## config.mk

```make
export PLATFORM = sky130hd
export DESIGN_NAME = param_delay_line
export DESIGN_NICKNAME = d
export VERILOG_FILES = /design/src/rtl/fft_pkg.sv /design/src/rtl/delay_stage.sv /design/src/rtl/param_delay_line.sv
export SDC_FILE = /design/constraint.sdc
export NUM_CORES = 1
export LEC_CHECK = 0
export BUFFER_PORTS_ARGS = -buffer_cell sky130_fd_sc_hd__buf_2
export CAP_MARGIN = 5
export CORE_MARGIN = 3
export CORE_UTILIZATION = 35
export DETAILED_ROUTE_END_ITERATION = 10
export HOLD_SLACK_MARGIN = 0.08
export PLACE_DENSITY_LB_ADDON = 0.15
export SLEW_MARGIN = 20
export SYNTH_ARGS = -nofsm -noshare
export SYNTH_HDL_FRONTEND = slang
export SYNTH_SLANG_ARGS = --single-unit
```

## constraint.sdc

```tcl
create_clock -name clk -period 2.2 [get_ports clk]
set_input_delay 0.11 -clock clk [delete_from_list [all_inputs] [get_ports clk]]
set_output_delay 0.11 -clock clk [all_outputs]
set_load 0.02 [all_outputs]
```

## src/rtl/fft_pkg.sv

```systemverilog
// Shared FFT datapath constants and helpers: lane packing defaults and the
// constant clog2 used to size select ports.
package fft_pkg;

    localparam int unsigned LANE_W    = 16;
    localparam int unsigned NUM_LANES = 2;

    function automatic int unsigned clog2(input int unsigned value);
        int unsigned r;
        r = 0;
        while ((64'd1 << r) < 64'(value)) begin
            r = r + 1;
        end
        return r;
    endfunction

endpackage

```

## src/rtl/delay_stage.sv

```systemverilog
// One {valid, data} stage of the delay line: shifts on en, clears on flush,
// clears asynchronously on rst_n.
module delay_stage #(
    parameter int unsigned WIDTH = 32
) (
    input  logic             clk,
    input  logic             rst_n,
    input  logic             en,
    input  logic             flush,
    input  logic             d_valid,
    input  logic [WIDTH-1:0] d_data,
    output logic             q_valid,
    output logic [WIDTH-1:0] q_data
);

    logic             valid_d, valid_q;
    logic [WIDTH-1:0] data_d, data_q;

    always_comb begin
        valid_d = valid_q;
        data_d  = data_q;
        if (flush) begin
            valid_d = 1'b0;
            data_d  = '0;
        end else if (en) begin
            valid_d = d_valid;
            data_d  = d_data;
        end
    end

    always_ff @(posedge clk or negedge rst_n) begin
        if (!rst_n) begin
            valid_q <= 1'b0;
            data_q  <= '0;
        end else begin
            valid_q <= valid_d;
            data_q  <= data_d;
        end
    end

    assign q_valid = valid_q;
    assign q_data  = data_q;

endmodule

```

## src/rtl/param_delay_line.sv

```systemverilog
// Multi-lane delay line with runtime-selectable depth, stall, flush and a
// primed flag that marks when the output carries fully-delayed input.
module param_delay_line
    import fft_pkg::*;
#(
    parameter  int unsigned WIDTH      = LANE_W,
    parameter  int unsigned CHANNELS   = NUM_LANES,
    parameter  int unsigned MAX_CYCLES = 8,
    localparam int unsigned DW         = clog2(MAX_CYCLES + 1)
) (
    input  logic                      clk,
    input  logic                      rst_n,
    input  logic                      en,
    input  logic                      flush,
    input  logic [DW-1:0]             delay,
    input  logic                      in_valid,
    input  logic [CHANNELS*WIDTH-1:0] in_data,
    output logic                      out_valid,
    output logic [CHANNELS*WIDTH-1:0] out_data,
    output logic                      primed
);

    localparam int unsigned BUS_W = CHANNELS * WIDTH;
    localparam logic [DW-1:0] MaxD = DW'(MAX_CYCLES);

    logic             stage_valid [MAX_CYCLES];
    logic [BUS_W-1:0] stage_data  [MAX_CYCLES];

    logic [DW-1:0] d_eff;
    logic [DW-1:0] delay_d, delay_q;
    logic [DW-1:0] prime_cnt_d, prime_cnt_q;
    logic          delay_changed;

    for (genvar i = 0; i < int'(MAX_CYCLES); i++) begin : g_stage
        if (i == 0) begin : g_head
            delay_stage #(
                .WIDTH (BUS_W)
            ) u_stage (
                .clk     (clk),
                .rst_n   (rst_n),
                .en      (en),
                .flush   (flush),
                .d_valid (in_valid),
                .d_data  (in_data),
                .q_valid (stage_valid[i]),
                .q_data  (stage_data[i])
            );
        end else begin : g_tail
            delay_stage #(
                .WIDTH (BUS_W)
            ) u_stage (
                .clk     (clk),
                .rst_n   (rst_n),
                .en      (en),
                .flush   (flush),
                .d_valid (stage_valid[i-1]),
                .d_data  (stage_data[i-1]),
                .q_valid (stage_valid[i]),
                .q_data  (stage_data[i])
            );
        end
    end

    always_comb begin
        if (delay == '0) begin
            d_eff = DW'(1);
        end else if (delay > MaxD) begin
            d_eff = MaxD;
        end else begin
            d_eff = delay;
        end
    end

    // Compare-based tap select keeps out-of-range indices unreachable.
    always_comb begin
        out_valid = 1'b0;
        out_data  = '0;
        for (int i = 0; i < int'(MAX_CYCLES); i++) begin
            if (d_eff == DW'(i + 1)) begin
                out_valid = stage_valid[i];
                out_data  = stage_data[i];
            end
        end
    end

    assign delay_changed = (d_eff != delay_q);
    assign delay_d       = d_eff;

    always_comb begin
        prime_cnt_d = prime_cnt_q;
        if (flush || delay_changed) begin
            prime_cnt_d = '0;
        end else if (en && (prime_cnt_q < d_eff)) begin
            prime_cnt_d = prime_cnt_q + DW'(1);
        end
    end

    always_ff @(posedge clk or negedge rst_n) begin
        if (!rst_n) begin
            delay_q     <= '0;
            prime_cnt_q <= '0;
        end else begin
            delay_q     <= delay_d;
            prime_cnt_q <= prime_cnt_d;
        end
    end

    assign primed = (prime_cnt_q >= d_eff) && !delay_changed;

endmodule

```

==> results of run 1 <==
## stage by stage
| stage | utilization (%) | setup WS [ns] | instances | hold slack (ns) |
|---|---|---|---|---|
| floorplan | - | 0.402 | 1294 | -0.186 |
| global placement | 38.6 | 0.335 | 1802 | 0.0936 |
| detailed placement | 38.6 | 0.265 | 1802 | 0.0978 |
| CTS | 42.3 | 0.00326 | 1896 | 0.0888 |
| global route | 42.3 | 0.0000751 | 1896 | 0.109 |
| finish | 42.3 | 0.103 | 1896 | 0.0873 |
## critical path: stages (launching register included)
cell and delay, ns:
dfrtp_1 0.38, or4bb_1 0.52, o41ai_2 0.08, nand3_1 0.15
a21oi_2 0.14, buf_4 0.15
## final cells by class
cell class / count / area, um^2
clock buffer: 46 / 922
sequential: 272 / 6810
fill: 3671 / 21400
clock inverter: 9 / 76.3
multi-input combinational: 904 / 5990
inverter: 5 / 18.8
tap: 504 / 631
timing repair buffer: 156 / 1270
## layer usage
layer | wire length [um] | vias up
met3 | 1110 | 41
met1 | 16900 | 5005
li1 | - | 4701
met5 | 0 | -
met4 | 578 | 0
met2 | 16600 | 150
## synthesized netlist by cell type, types with 2 or more instances
library cell  count
inv_1             4
and2_1            2
buf_2            54
buf_6             9
mux2i_1         264
nand2_1          38
a221o_1          33
a21oi_1          72
nand4b_1          2
o2bb2ai_1        33
ha_1              5
nand2b_1         36
o32ai_1          33
xor2_1            2
nand3_1           6
clkbuf_1         47
dfrtp_1         272
o22ai_1          33
or3_1             2
nor2_1          331
buf_1             2
o21ai_0           3
## sequential cells by signal, indices dropped and copies added, names as in the netlist
register and cells:
g_stage.g_head.u_stage.q_data 32, g_stage.g_tail.u_stage.q_valid 7, prime_cnt_q 4, g_stage.g_tail.u_stage.q_data 224, delay_q 4, g_stage.g_head.u_stage.q_valid 1
## kinds of logic after synthesis
family | after synthesis
AOI/OAI and AO/OA | 212
adders and majority gates | 5
DFF | 272
xor gates and xnor gates | 2
muxes | 264
buffers and inverters | 118
and+or+nand+nor | 421
## worst max path at each step
stage	slack [ns]	cells after the start	end
final	0.10	5	primed
after global routing	0.00008	5	primed
after CTS	0.003	5	primed
after detailed placement	0.27	7	out_data[20]
after global placement	0.34	7	out_data[28]
after floorplan	0.40	9	prime_cnt_q[3]
## power groups by stage
stage	logic [mW]	clock network [mW]	registers [mW]
after CTS	1.16	5.23	5.15
after floorplan	0.701	0	5.21
final	1.14	5.07	5.15
after detailed placement	1.10	0	5.24
after global placement	1.10	0	5.24
after global routing	1.25	5.43	5.15
## timing repair
action | in CTS | in global routing
hold buffers | 39 | 0
setup endpoints to repair | 1 | 1
endpoints found under the hold margin | 334 | 0
gates resized for setup | 1 | 1
pin swaps | 0 | 1
==> summary.md, run 1 <==
| Metric | Value |
|---|---|
| Clock Skews | `0.00784 ns` |
| Seq pwr share | `45.3%` |
| Startpoint type of the worst setup path | `register` |
| TritonCTS clock tree | `done` |
| Site Rows | `70` |
| Synthesized area | `13400 um^2` |
| Syn Nets | `1340` |
| WS Path Type | `register to output port` |
| Yosys Warn Count | `0` |
| Die Width | `around 200 um` |
| Peak VDD IR | `0.527 mV` |
| Main synth FF type | `dfrtp_1` |
| Status | `finished, final reports clean` |
| Clk pin slew, worst setup/hold paths | `0.06 ns` |
| Most frequent cells in the layout | `nor2_1, dfrtp_1, mux2i_1` |
| Count of distinct cell types in the synthesized netlist | `33` |
| Worst Hold Class | `input pin to async pin` |
| Post-Synth Simple-Gate Area | `12.9%` |
| Global routing's busiest layer | `met2` |
| Area after DPL | `14300 um^2` |
| Final GP Congestion | `~0.76` |
| Layout cells sized above 1 | `12.4%` |
| Die area | `40600 um^2` |
| Critical Path Start | `delay_q[1]` |
| Clock Path Buffers | `3` |
| Critical Path RT | `2.09 ns` |
| Slew HR | `53.1%` |
| Power density over the cells | `722 nW/um^2` |
| # setup viols final | `0` |
| WL final | `between 30000 and 40000 um` |
| Antenna-violating nets left | `0` |
| Switching Share | `25.1%` |
| Final #Nets | `1416` |
| Global route overflow | `0` |
| Max_cap viols | `0` |
| TritonRoute pass-1 iters | `5` |
| # IOs | `75` |
| Crit share post-route | `95.3%` |
| Post-synthesis register bit count | `272` |
| RR Startpoint | `prime_cnt_q[3]` |
| Adder-cell area share of the yosys netlist | `0.468%` |
| Global routing usage on met3 | `2.46%` |
| ANT cells | `0` |
| Post-Synth XOR/XNOR Area | `0.131%` |
| Final Hold Violating Endpoints | `0` |
| Post-CTS Setup Bufs | `0` |
| Initial antenna violation count | `0` |
| Commonest non-fill, non-tap cell in the layout | `nor2_1` |
| Pins Over Slew Limit | `0` |
| Critical path arrival | `a little under 2 ns` |
| Post-synthesis compound-gate area fraction | `11.5%` |
| Syn Inst Count | `1294` |
| Reg-to-Reg End | `prime_cnt_q[3]` |
| Met1 Resource Use GR | `roughly 25%` |
| Area grow syn2layout | `17.5%` |
| Total power | `11.4 mW` |
| Combinational power share | `between 10% and 20%` |
| Gr usage total | `between 10% and 20%` |
| Post-synthesis sequential area ratio | `50.9%` |
| Fraction of registers with async set/reset | `100%` |
| Initial DRC count | `513` |
| Clk root buf | `clkbuf_16` |
| EDFF count, synth | `0` |
| Reg2reg path depth | `5` |
| Leading area contributor after synthesis | `dfrtp_1` |
| P_leak | `7.71 nW` |
| Final HPWL DP | `20700 um` |
| Largest net degree at the start of global routing | `between 90 and 100` |
| Post-route DRC | `0` |
| Crit Path Max Fanout | `2` |
| First-pass GRT wire length | `57800 um` |
| Chip height | `201 um` |
| Via count of the first global-routing pass | `roughly 10000` |
| Clock Latency Late Sink | `around 0.57 ns` |
| Avg Cell Area, Syn | `10.3 um^2` |
| Mux contribution to synthesized area | `between 15 and 20%` |
| Top cells by area, synth | `dfrtp_1, mux2i_1, nor2_1, a21oi_1, a221o_1` |
| Fmax achieved | `477 MHz` |
| Via/cell ratio | `5.22` |
| Clock sink count | `between 200 and 300` |
| Buffers on Ports | `74` |
| Initial Utilization | `36.0%` |
| Net Sw Power | `2.85 mW` |
| CP Capture Type | `output port` |
| Num CTS Buffers | `31` |
| Cell-internal power | `8.51 mW` |
| Largest family of logic cells by synthesized area | `multiplexers` |
| Final TNS setup | `0 ns` |
| Core Box Area | `37100 um^2` |
| Clock power share | `44.6%` |
| Worst Tran Pin Value | `0.703 ns` |
| Post-route cell area | `15700 um^2` |
| Setup slack, reg-to-reg | `0.38 ns` |
| Vias | `just under 10000` |
| Post-synth top area share | `between 50% and 60%` |
| Met2 usage | `28.4%` |
| Min Tclk post-route | `2.10 ns` |
| Routed WL per cell | `18.6 um` |
| CTS HTree Levels | `1` |
| Unrepaired setup endpoints after global routing | `no` |
Power figures use the tool's default switching activity.
==> run 2, diff against run 1 <==
CELL_PAD_IN_SITES_DETAIL_PLACEMENT = 2   (was not set)
CELL_PAD_IN_SITES_GLOBAL_PLACEMENT = 2   (was not set)
==> summary.md, run 2 (same netlist as run 1, synthesis figures left out) <==
| Metric | Value |
|---|---|
| Status | `finished, final reports clean` |
| Site Rows | `70 (unchanged)` |
| Num CTS Buffers | `35 (+13%)` |
| Max reg flops | `224 (unchanged)` |
| Final Hold Violating Endpoints | `0 (unchanged)` |
| Reg2reg path depth | `5 (unchanged)` |
| Die area | `40600 um^2 (unchanged)` |
| Unrepaired setup endpoints after global routing | `yes` |
| Crit share post-route | `96.1% (+0.81 points)` |
| RR Startpoint | `prime_cnt_q[3]` |
| Final #Nets | `1426 (+0.71%)` |
| Peak VDD IR | `0.416 mV (-21%)` |
| Most frequent cells in the layout | `nor2_1, dfrtp_1, mux2i_1` |
| Antenna-violating nets left | `0 (unchanged)` |
| Clock Skews | `0.0181 ns (+0.0103 ns)` |
| Buffers on Ports | `74 (unchanged)` |
| Largest net degree at the start of global routing | `92 (unchanged)` |
| Post-Place Cells | `1806 (+0.22%)` |
| # setup viols final | `0 (unchanged)` |
| Layout Cells excl Fill | `1905 (+0.47%)` |
| Power density over the cells | `751 nW/um^2 (+4.0%)` |
| Top layer in use | `met4` |
| Die Width | `201 um (unchanged)` |
| Startpoint type of the worst setup path | `input pin` |
| Initial antenna violation count | `0 (unchanged)` |
| Clk root buf | `clkbuf_16` |
| Seq pwr share | `43.0% (-2.3 points)` |
| Layout fillers | `3951 (+7.6%)` |
| Global route overflow | `0 (unchanged)` |
| Final GP Congestion | `0.701 (-7.6%)` |
| Gr usage total | `20.1% (+2.8 points)` |
| Final HPWL DP | `24300 um (+17%)` |
| WL final | `40600 um (+15%)` |
| Via count of the first global-routing pass | `11500 (+12%)` |
| Setup ws final | `0.0853 ns (-0.0178 ns)` |
| TritonRoute pass-1 iters | `4 (-1)` |
| Worst Hold Class | `input pin to async pin` |
| Crit-path slowest cell | `dlygate4sd3_1` |
| Reg-to-Reg End | `prime_cnt_q[3]` |
| Chip height | `201 um (unchanged)` |
| Slew HR | `53.0% (-0.11 points)` |
| # IOs | `75 (unchanged)` |
| Initial DRC count | `351 (-32%)` |
| Initial Utilization | `36.0% (unchanged)` |
| Worst Tran Pin Value | `0.705 ns (+0.00171 ns)` |
| Fmax achieved | `473 MHz (-0.84%)` |
| Layout cells sized above 1 | `12.6% (+0.21 points)` |
| WHS | `0.156 ns (+0.0687 ns)` |
| Core Box Area | `37100 um^2 (unchanged)` |
| Post-CTS Setup Bufs | `0 (unchanged)` |
| Vias | `10200 (+3.1%)` |
| Clock power share | `47.1% (+2.5 points)` |
| Max_cap viols | `0 (unchanged)` |
| P_leak | `7.84 nW (+1.6%)` |
| Clock Latency Late Sink | `0.52 ns (-0.05 ns)` |
| Dpl ws | `0.251 ns (-0.0139 ns)` |
| Worst-path cell chain | `buf_2 > inv_2 > dlygate4sd3_1 > nand2_1 > inv_1 > nand2_1 > buf_6 > a21oi_1 > a221o_1 > buf_2` |
| Commonest non-fill, non-tap cell in the layout | `nor2_1` |
| CTS HTree Levels | `2 (+1)` |
| Cell-internal power | `9.03 mW (+6.2%)` |
| Setup slack, reg-to-reg | `0.35 ns (-0.03 ns)` |
| Switching Share | `24.8% (-0.31 points)` |
| Final Core Density | `43.0% (+0.71 points)` |
| Area grow syn2layout | `19.5%` |
| Combinational power share | `9.9% (about the same)` |
| TritonCTS clock tree | `done` |
| Clock Path Buffers | `3 (unchanged)` |
| First-pass GRT wire length | `65800 um (+14%)` |
| ANT cells | `0 (unchanged)` |
| Metal2 WL | `20600 um (+24%)` |
| Routed wire length on met3 | `904 um (-19%)` |
| Met1 WL | `18500 um (+9.4%)` |
| Clock sink count | `272 (unchanged)` |
| Crit Path Max Fanout | `18 (+16)` |
| Post-route DRC | `0 (unchanged)` |
| Min Tclk post-route | `2.11 ns (+0.0178 ns)` |
| Max incr delay on CP | `0.56 ns (+0.04 ns)` |
| WS Path Type | `input pin to output port` |
| Net Sw Power | `2.97 mW (+4.4%)` |
| Area of the multi-input gates | `5990 um^2 (about the same)` |
| Clk pin slew, worst setup/hold paths | `0.05 ns (about the same)` |
| Critical Path RT | `2.09 ns (about the same)` |
| Critical path arrival | `2.00 ns (about the same)` |
| FF+latch area | `6810 um^2 (unchanged)` |
| Routed WL per cell | `21.3 um (+15%)` |
| Pins Over Slew Limit | `0 (unchanged)` |
| CP Capture Type | `output port` |
| Via/cell ratio | `5.36 (+2.6%)` |
## run 2: cell count changes in the layout (fill, tap and decap cells not counted), sizes merged
cell / previous run / this run
clkbuf: 47 / 52
buf: 116 / 120
dlygate4sd3: 39 / 41
bufinv: 1 / 2
clkinv: 6 / 5
clkinvlp: 1 / 0
inv: 6 / 5
## run 2: metal layers
layer,track usage [%],vias to the layer above
met3,2.69,47
met2,35.8,92
met4,4.34,0
met1,26.1,5354
met5,0,-
li1,-,4712
## run 2: stage by stage
step / area (um^2) / TNS (ns) / power [mW]
floorplan: 13400 / 0 / 5.91
global placement: 14400 / 0 / 6.38
detailed placement: 14400 / 0 / 6.40
CTS: 16000 / 0 / 12.2
global route: 16000 / -0.152 / 12.5
finish: 16000 / 0 / 12.0
## run 2: cell type report
| type | instances | share of cell area [%] |
|---|---|---|
| multi-input combinational | 904 | 37.5 |
| sequential | 272 | 42.6 |
| clock buffer | 51 | 6.50 |
| timing repair buffer | 162 | 8.82 |
| inverter | 5 | 0.117 |
| tap | 504 | 3.95 |
| clock inverter | 7 | 0.532 |
## run 2: worst max path at each step
stage                     endpoint     start
finish                out_data[21]  delay[3]
global route          out_data[20]  delay[3]
CTS                   out_data[15]  delay[3]
detailed placement  prime_cnt_q[3]  delay[1]
global placement    prime_cnt_q[3]  delay[1]
floorplan           prime_cnt_q[3]  delay[3]
## run 2: power groups by stage
stage,logic (mW),clock network (mW),registers [mW]
3_5_place_dp,1.15,0,5.24
4_1_cts,1.21,5.85,5.16
6_report,1.19,5.65,5.16
3_3_place_gp,1.13,0,5.24
2_1_floorplan,0.701,0,5.21
5_1_grt,1.31,6.05,5.16
## run 2: critical path, delay by kind of cell
| kind | cells | cell delay [ns] |
|---|---|---|
| buf+inv | 6 | 1.27 |
| compound gates | 2 | 0.39 |
| simple gates | 2 | 0.21 |
## run 2: timing repair
item | 4_1_cts | 5_1_grt
hold buffers | 41 | 0
endpoints found under the hold margin | 309 | 0
resized for setup | 0 | 2
endpoints found under the setup margin | 0 | 23
